==> config.mk <==
export PLATFORM = sky130hd
export DESIGN_NAME = add_issue_stage
export DESIGN_NICKNAME = d
export VERILOG_FILES = /design/src/rtl/add_issue_stage.sv
export SDC_FILE = /design/constraint.sdc
export NUM_CORES = 1
export LEC_CHECK = 0
export CAP_MARGIN = 30
export CORE_ASPECT_RATIO = 0.75
export CORE_MARGIN = 2
export CORE_UTILIZATION = 41
export DETAILED_ROUTE_END_ITERATION = 7
export PLACE_DENSITY = 0.83
export SLEW_MARGIN = 20
export SYNTH_ARGS = -nofsm -noshare
export SYNTH_HDL_FRONTEND = slang
export SYNTH_SLANG_ARGS = --single-unit
==> constraint.sdc <==
create_clock -name i_clk -period 4 [get_ports i_clk]
set_clock_uncertainty 0.2 [all_clocks]
set_input_delay 0.6 -clock i_clk [delete_from_list [all_inputs] [get_ports i_clk]]
set_output_delay 0.6 -clock i_clk [all_outputs]
set_load 0.01 [all_outputs]
==> src/rtl/add_issue_stage.sv <==
// add_issue_stage
//
// Registered issue/retire stage wrapped around the external 32-bit
// combinational adder. Operand pairs come in over a valid/ready handshake and
// wait in a small circular queue. The queue head drives the adder inputs. The
// adder's sum is captured into an output register together with a signed
// overflow flag. Results leave over a second valid/ready handshake.
//
// Configuration macro: ADD_ISSUE_SKID_EN
//   defined   -> queue depth 2, sustains one result per cycle
//   undefined -> queue depth 1, sustains one result every two cycles
//
// Ports:
//   i_clk      clock, all state updates on the rising edge
//   i_rst_n    asynchronous active-low reset
//   i_valid    upstream operand pair valid
//   o_ready    stage can accept an operand pair (registered-state only)
//   i_a, i_b   operands
//   o_add_a/b  adder operands = queue head (0 when the queue is empty)
//   i_add_sum  adder result, combinational in o_add_a/o_add_b
//   o_valid    result valid
//   i_ready    downstream accepts the result
//   o_sum      registered sum, modulo 2^32
//   o_ovf      registered signed overflow of o_sum
//   o_count    number of results accepted downstream, wraps

module add_issue_stage #(
  parameter int CNT_W = 16
) (
  input  logic             i_clk,
  input  logic             i_rst_n,
  input  logic             i_valid,
  output logic             o_ready,
  input  logic [31:0]      i_a,
  input  logic [31:0]      i_b,
  output logic [31:0]      o_add_a,
  output logic [31:0]      o_add_b,
  input  logic [31:0]      i_add_sum,
  output logic             o_valid,
  input  logic             i_ready,
  output logic [31:0]      o_sum,
  output logic             o_ovf,
  output logic [CNT_W-1:0] o_count
);

  typedef enum logic {
    EMPTY = 1'b0,
    FULL  = 1'b1
  } out_state_t;

`ifdef ADD_ISSUE_SKID_EN
  localparam int DEPTH = 2;
`else
  localparam int DEPTH = 1;
`endif

  // One pointer bit covers both depths; with depth 1 the pointers stay at 0.
  localparam int               PTR_W     = 1;
  localparam logic [PTR_W-1:0] LAST_PTR  = PTR_W'(DEPTH - 1);
  localparam logic [1:0]       DEPTH_OCC = 2'(DEPTH);

  logic [31:0]      q_a [DEPTH];
  logic [31:0]      q_b [DEPTH];
  logic [PTR_W-1:0] wr_ptr;
  logic [PTR_W-1:0] rd_ptr;
  logic [1:0]       occ;

  out_state_t state_q;
  out_state_t state_d;

  logic        push;
  logic        iss;
  logic        retire;
  logic [31:0] head_a;
  logic [31:0] head_b;
  logic        ovf_next;

  // Handshake decode and the queue head. o_ready comes only from the
  // occupancy register, so it can never be pulled low combinationally by
  // i_valid or i_ready. An issue can happen whenever the output register is
  // empty or is being drained in this same cycle.
  always_comb begin
    o_ready  = (occ < DEPTH_OCC);
    o_valid  = (state_q == FULL);
    push     = i_valid && o_ready;
    iss      = (occ != 2'd0) && ((state_q == EMPTY) || i_ready);
    retire   = o_valid && i_ready;
    head_a   = 32'd0;
    head_b   = 32'd0;
    if (occ != 2'd0) begin
      head_a = q_a[rd_ptr];
      head_b = q_b[rd_ptr];
    end
    o_add_a  = head_a;
    o_add_b  = head_b;
    // Signed overflow: operands agree in sign but the sum does not.
    ovf_next = (head_a[31] == head_b[31]) && (i_add_sum[31] != head_a[31]);
  end

  // Queue storage. Contents are meaningless until written, so no reset is
  // needed here; occupancy alone decides what is valid.
  always_ff @(posedge i_clk) begin
    if (push) begin
      q_a[wr_ptr] <= i_a;
      q_b[wr_ptr] <= i_b;
    end
  end

  // Queue bookkeeping. Pointers advance independently and wrap at DEPTH;
  // a simultaneous push and pop leaves the occupancy unchanged.
  always_ff @(posedge i_clk or negedge i_rst_n) begin
    if (!i_rst_n) begin
      wr_ptr <= '0;
      rd_ptr <= '0;
      occ    <= 2'd0;
    end else begin
      if (push) begin
        wr_ptr <= (wr_ptr == LAST_PTR) ? '0 : wr_ptr + 1'b1;
      end
      if (iss) begin
        rd_ptr <= (rd_ptr == LAST_PTR) ? '0 : rd_ptr + 1'b1;
      end
      case ({push, iss})
        2'b10:   occ <= occ + 2'd1;
        2'b01:   occ <= occ - 2'd1;
        default: occ <= occ;
      endcase
    end
  end

  // Output register state. Issuing always leaves a fresh result held, even
  // when the previous one retires in the same cycle; a retire with nothing
  // to issue empties the register.
  always_comb begin
    state_d = state_q;
    if (iss) begin
      state_d = FULL;
    end else if (retire) begin
      state_d = EMPTY;
    end
  end

  always_ff @(posedge i_clk or negedge i_rst_n) begin
    if (!i_rst_n) begin
      state_q <= EMPTY;
    end else begin
      state_q <= state_d;
    end
  end

  // Result register and completion counter. The sum and flag only change on
  // an issue, so they hold steady while the downstream stalls.
  always_ff @(posedge i_clk or negedge i_rst_n) begin
    if (!i_rst_n) begin
      o_sum   <= 32'd0;
      o_ovf   <= 1'b0;
      o_count <= '0;
    end else begin
      if (iss) begin
        o_sum <= i_add_sum;
        o_ovf <= ovf_next;
      end
      if (retire) begin
        o_count <= o_count + CNT_W'(1);
      end
    end
  end

endmodule
==> results <==
- The worst setup path is captured at an output pin.
- In this run the deepest clock path goes through 2 buffers.
- The setup path with the least slack is of type reg -> out.
- The run finished with clean final reports.
- The cell taking the most area after synthesis is sky130_fd_sc_hd__edfxtp_1.
- The layout has 740 filler cells.
- The actual slew at the worst max-slew pin is 0.8061 ns.
- Yosys mapped a number of flops with a built-in enable equal to 64.
- The finished layout holds 668 standard cells, fillers aside.
- The placer congestion estimate is 0.7772.
- 215 I/O pins were placed.
- Buffers placed on the I/O ports in this run total 214.
- The number of nets in the synthesized netlist is 388.
- At the worst endpoint, the required time is 3.20 ns.
- Before antenna repair, the detailed router went through 4 iterations.
- Yosys printed 0 warnings.
- The fmax is 309.4 MHz.
- The placed wire-length estimate is 7941 um.
- The initial antenna violation count was 0.
- After synthesis the netlist holds a flip-flop and latch count of 116.
- The worst setup timing slack at the placement stage is 1.127 ns.
- Setup repair after global routing left no endpoint under its margin.
- The min-delay analysis places its worst path in the category reg -> reg.
- The number of max-slew violations in the final report is 0.
- The number of setup violations in the final report is 0.
- The per-instance average area after synthesis is 16.08 um^2.
- The die footprint is roughly 12000 um^2.
- The overall routing resource usage is 17.95%.
- After detailed placement, the design holds a cell count of 635.
- The hold buffer count at cts is 1.
- Dividing the detail-routed via count by the number of cells gives 4.561.
- The data arrival time of the worst path is 2.43 ns.
- The final layout contains routed wiring with a total length of between 10000 and 15000 um.
- The final hold violation count is 0.
- Summed over all failing endpoints, the final setup total negative slack is 0 ns.
- In this run the post-CTS setup repair buffer count came out at 0.
- The count of mapped cells out of synthesis is 285.
- After clock tree synthesis, the clock-pin slew on the worst setup and hold paths is 0.05 ns.
- The total area inside the core boundary comes to 10900 um^2.
- The post-detailed-route wirelength per cell is 16.24 um.
- From bottom edge to top edge, the die measures between 90 and 100 um.
- Entering global routing, the biggest net connects 39 pins.
- The ratio of cells with drive above 1 in the final layout is approximately 14%.
- The initial utilization of the core area, before any placement, comes to a little over two fifths.
- The library cell used as clock root buffer is sky130_fd_sc_hd__clkbuf_16.
- The insertion delay to the later sink of the worst-skew pair is 0.39 ns.
- The post-layout worst setup margin is 0.7685 ns.
- Row generation in the floorplan step produced 33 rows.
- The total CTS buffers is 17.
- The synthesis-to-layout area growth is 63.79%.
- In this run the number of H-tree levels came out at 4.
- In this run the cell area measured after placement is 6884 um^2.
- The worst-path maximum fanout is 32.
- After layout, the minimum clock period comes to 3.232 ns.
- The worst setup path is launched from a flip-flop.
- The area of all placed cells without fillers is 7505 um^2.
- Across the VDD grid, the largest voltage drop is 0.0004679 V.
- The reported leakage power is 2.933 nW.
- The final layout net count is ~600.
- The total overflow left after global routing is 0.
- The max capacitance violation total is 0.
- The area share of the largest cell type after synthesis is about two fifths.
- The number of global-route vias before repair is 3127.
- In this run the horizontal extent of the chip is 126.1 um.
- TritonCTS built the clock tree.
- Summing every instance area after synthesis gives 4582 um^2.
- The first-pass GRT wire length is 16610 um.
- The share of synthesized flip-flops with an asynchronous set or reset is 44.83%.
- The clock sink total is 116.
- The repair_antennas step left the layout with diodes totalling 0.
- The number of gates resized after CTS was 0.
- The number of DRC markers in iteration 0 is 198.
- After synthesis, the netlist uses 26 different library cells.
- In the routed design, unresolved DRC markers number 0.
- The worst hold slack is ~0.27 ns.
- Detailed routing inserted a total of 3047 vias.
- The final worst-path cycle share is 80.79%.
- The number of nets with antenna violations after routing is 0.
- By count the netlist is led by 64 x sky130_fd_sc_hd__edfxtp_1, 64 x sky130_fd_sc_hd__nor2b_1, 52 x sky130_fd_sc_hd__dfrtp_1.
- By area the synthesized netlist is led by sky130_fd_sc_hd__edfxtp_1 42%, sky130_fd_sc_hd__dfrtp_1 28%, sky130_fd_sc_hd__mux2_4 8.8%.
- After synthesis, flip-flops and latches occupy 70.34% of the total area.
- The most common flop cell mapped by yosys is sky130_fd_sc_hd__edfxtp_1.
- The relative max-transition margin is 46.18%.
- The power density relative to cell area is 749.0 nW/um^2.
==> logic make-up (layout without fill, tap and decap cells) <==
family                   Yosys count  count (layout)  synth area share (%)
multiplexers                      33              33                 10.32
flip-flops                       116             116                 70.34
adder cells (fa/ha/maj)            3               3                0.8193
XOR/XNOR                          17              17                 3.250
AND/OR/NAND/NOR                   96              96                 12.26
buffers and inverters             15             258                 2.212
AO/OA/AOI/OAI                      5               5                0.7920
==> power by group <==
group | internal (mW) | total, mW | switching, mW
Clock | 1.05 | 1.55 | 0.499
Sequential | 1.64 | 1.83 | 0.187
Combinational | 1.33 | 2.24 | 0.918
==> area by class of cell <==
| type | instances | area (um^2) | share of cell area (%) |
|---|---|---|---|
| Multi-Input combinational cell | 154 | 1260 | 16.79 |
| Inverter | 5 | 18.77 | 0.2501 |
| Clock inverter | 11 | 160.2 | 2.134 |
| Timing Repair Buffer | 221 | 2217 | 29.54 |
| Tap cell | 140 | 175.2 | 2.334 |
| Clock buffer | 21 | 450.4 | 6.002 |
| Sequential cell | 116 | 3223 | 42.95 |
==> layer usage <==
metal	wire [um]	global-route usage [%]	vias to the layer above	share of wire, %
li1	-	-	1441	-
met1	4576	22.51	1490	42
met2	5581	30.78	105	51
met3	559	4.882	11	5.2
met4	129	5.586	0	1.2
met5	0	0	-	0
==> state kept, by name, summed over array words and instances, names as in the netlist <==
name and count:
o_valid 1, occ 2, q_b 32, o_ovf 1, o_count 16, q_a 32
o_sum 32
==> per-stage QoR <==
| stage | total power, mW | utilization, % |
|---|---|---|
| 6_report | 5.621 | 68.85 |
| 5_1_grt | 5.901 | 68.85 |
| 4_1_cts | 5.689 | 68.85 |
| 3_5_place_dp | 4.109 | 63.15 |
| 3_3_place_gp | 4.034 | 62.97 |
| 2_1_floorplan | 2.902 | - |
==> worst max-delay path, cell delays in order (launching register included) <==
cell	delay [ns]
sky130_fd_sc_hd__dfrtp_1	0.39
sky130_fd_sc_hd__inv_1	0.07
sky130_fd_sc_hd__ha_2	0.54
sky130_fd_sc_hd__buf_4	0.41
sky130_fd_sc_hd__nor2b_1	0.12
sky130_fd_sc_hd__clkdlybuf4s50_1	0.50
==> layout by cell type, fill, tap and decap left out, types with 3 or more instances in the layout <==
| cell | synthesis | routed |
|---|---|---|
| sky130_fd_sc_hd__clkinvlp_4 | 0 | 3 |
| sky130_fd_sc_hd__nor2b_1 | 64 | 64 |
| sky130_fd_sc_hd__dfrtp_1 | 52 | 52 |
| sky130_fd_sc_hd__nand3_1 | 5 | 5 |
| sky130_fd_sc_hd__nor2_1 | 6 | 6 |
| sky130_fd_sc_hd__mux2_2 | 6 | 6 |
| sky130_fd_sc_hd__mux2_4 | 27 | 27 |
| sky130_fd_sc_hd__nand4_1 | 3 | 3 |
| sky130_fd_sc_hd__clkbuf_16 | 0 | 17 |
| sky130_fd_sc_hd__clkdlybuf4s50_1 | 0 | 213 |
| sky130_fd_sc_hd__edfxtp_1 | 64 | 64 |
| sky130_fd_sc_hd__xor2_1 | 5 | 5 |
| sky130_fd_sc_hd__bufinv_16 | 0 | 4 |
| sky130_fd_sc_hd__clkbuf_1 | 6 | 3 |
| sky130_fd_sc_hd__buf_4 | 0 | 4 |
| sky130_fd_sc_hd__xnor2_1 | 12 | 12 |
| sky130_fd_sc_hd__nand2_1 | 11 | 11 |
| sky130_fd_sc_hd__inv_1 | 4 | 3 |
==> final timing paths <==
| check | from | end | slack (ns) | cells after the start |
|---|---|---|---|---|
| max | occ[0] | o_add_b[2] | 0.77 | 5 |
| min | o_count[15] | o_count[15] | 0.27 | 1 |
| max reg2reg | occ[0] | q_a[0][26] | 1.28 | 5 |
| min reg2reg | o_count[15] | o_count[15] | 0.27 | 1 |
| max in group asynchronous | i_rst_n | occ[1] | 2.57 | 3 |
| min in group asynchronous | i_rst_n | o_sum[22] | 0.50 | 2 |
Power figures use the tool's default switching activity.
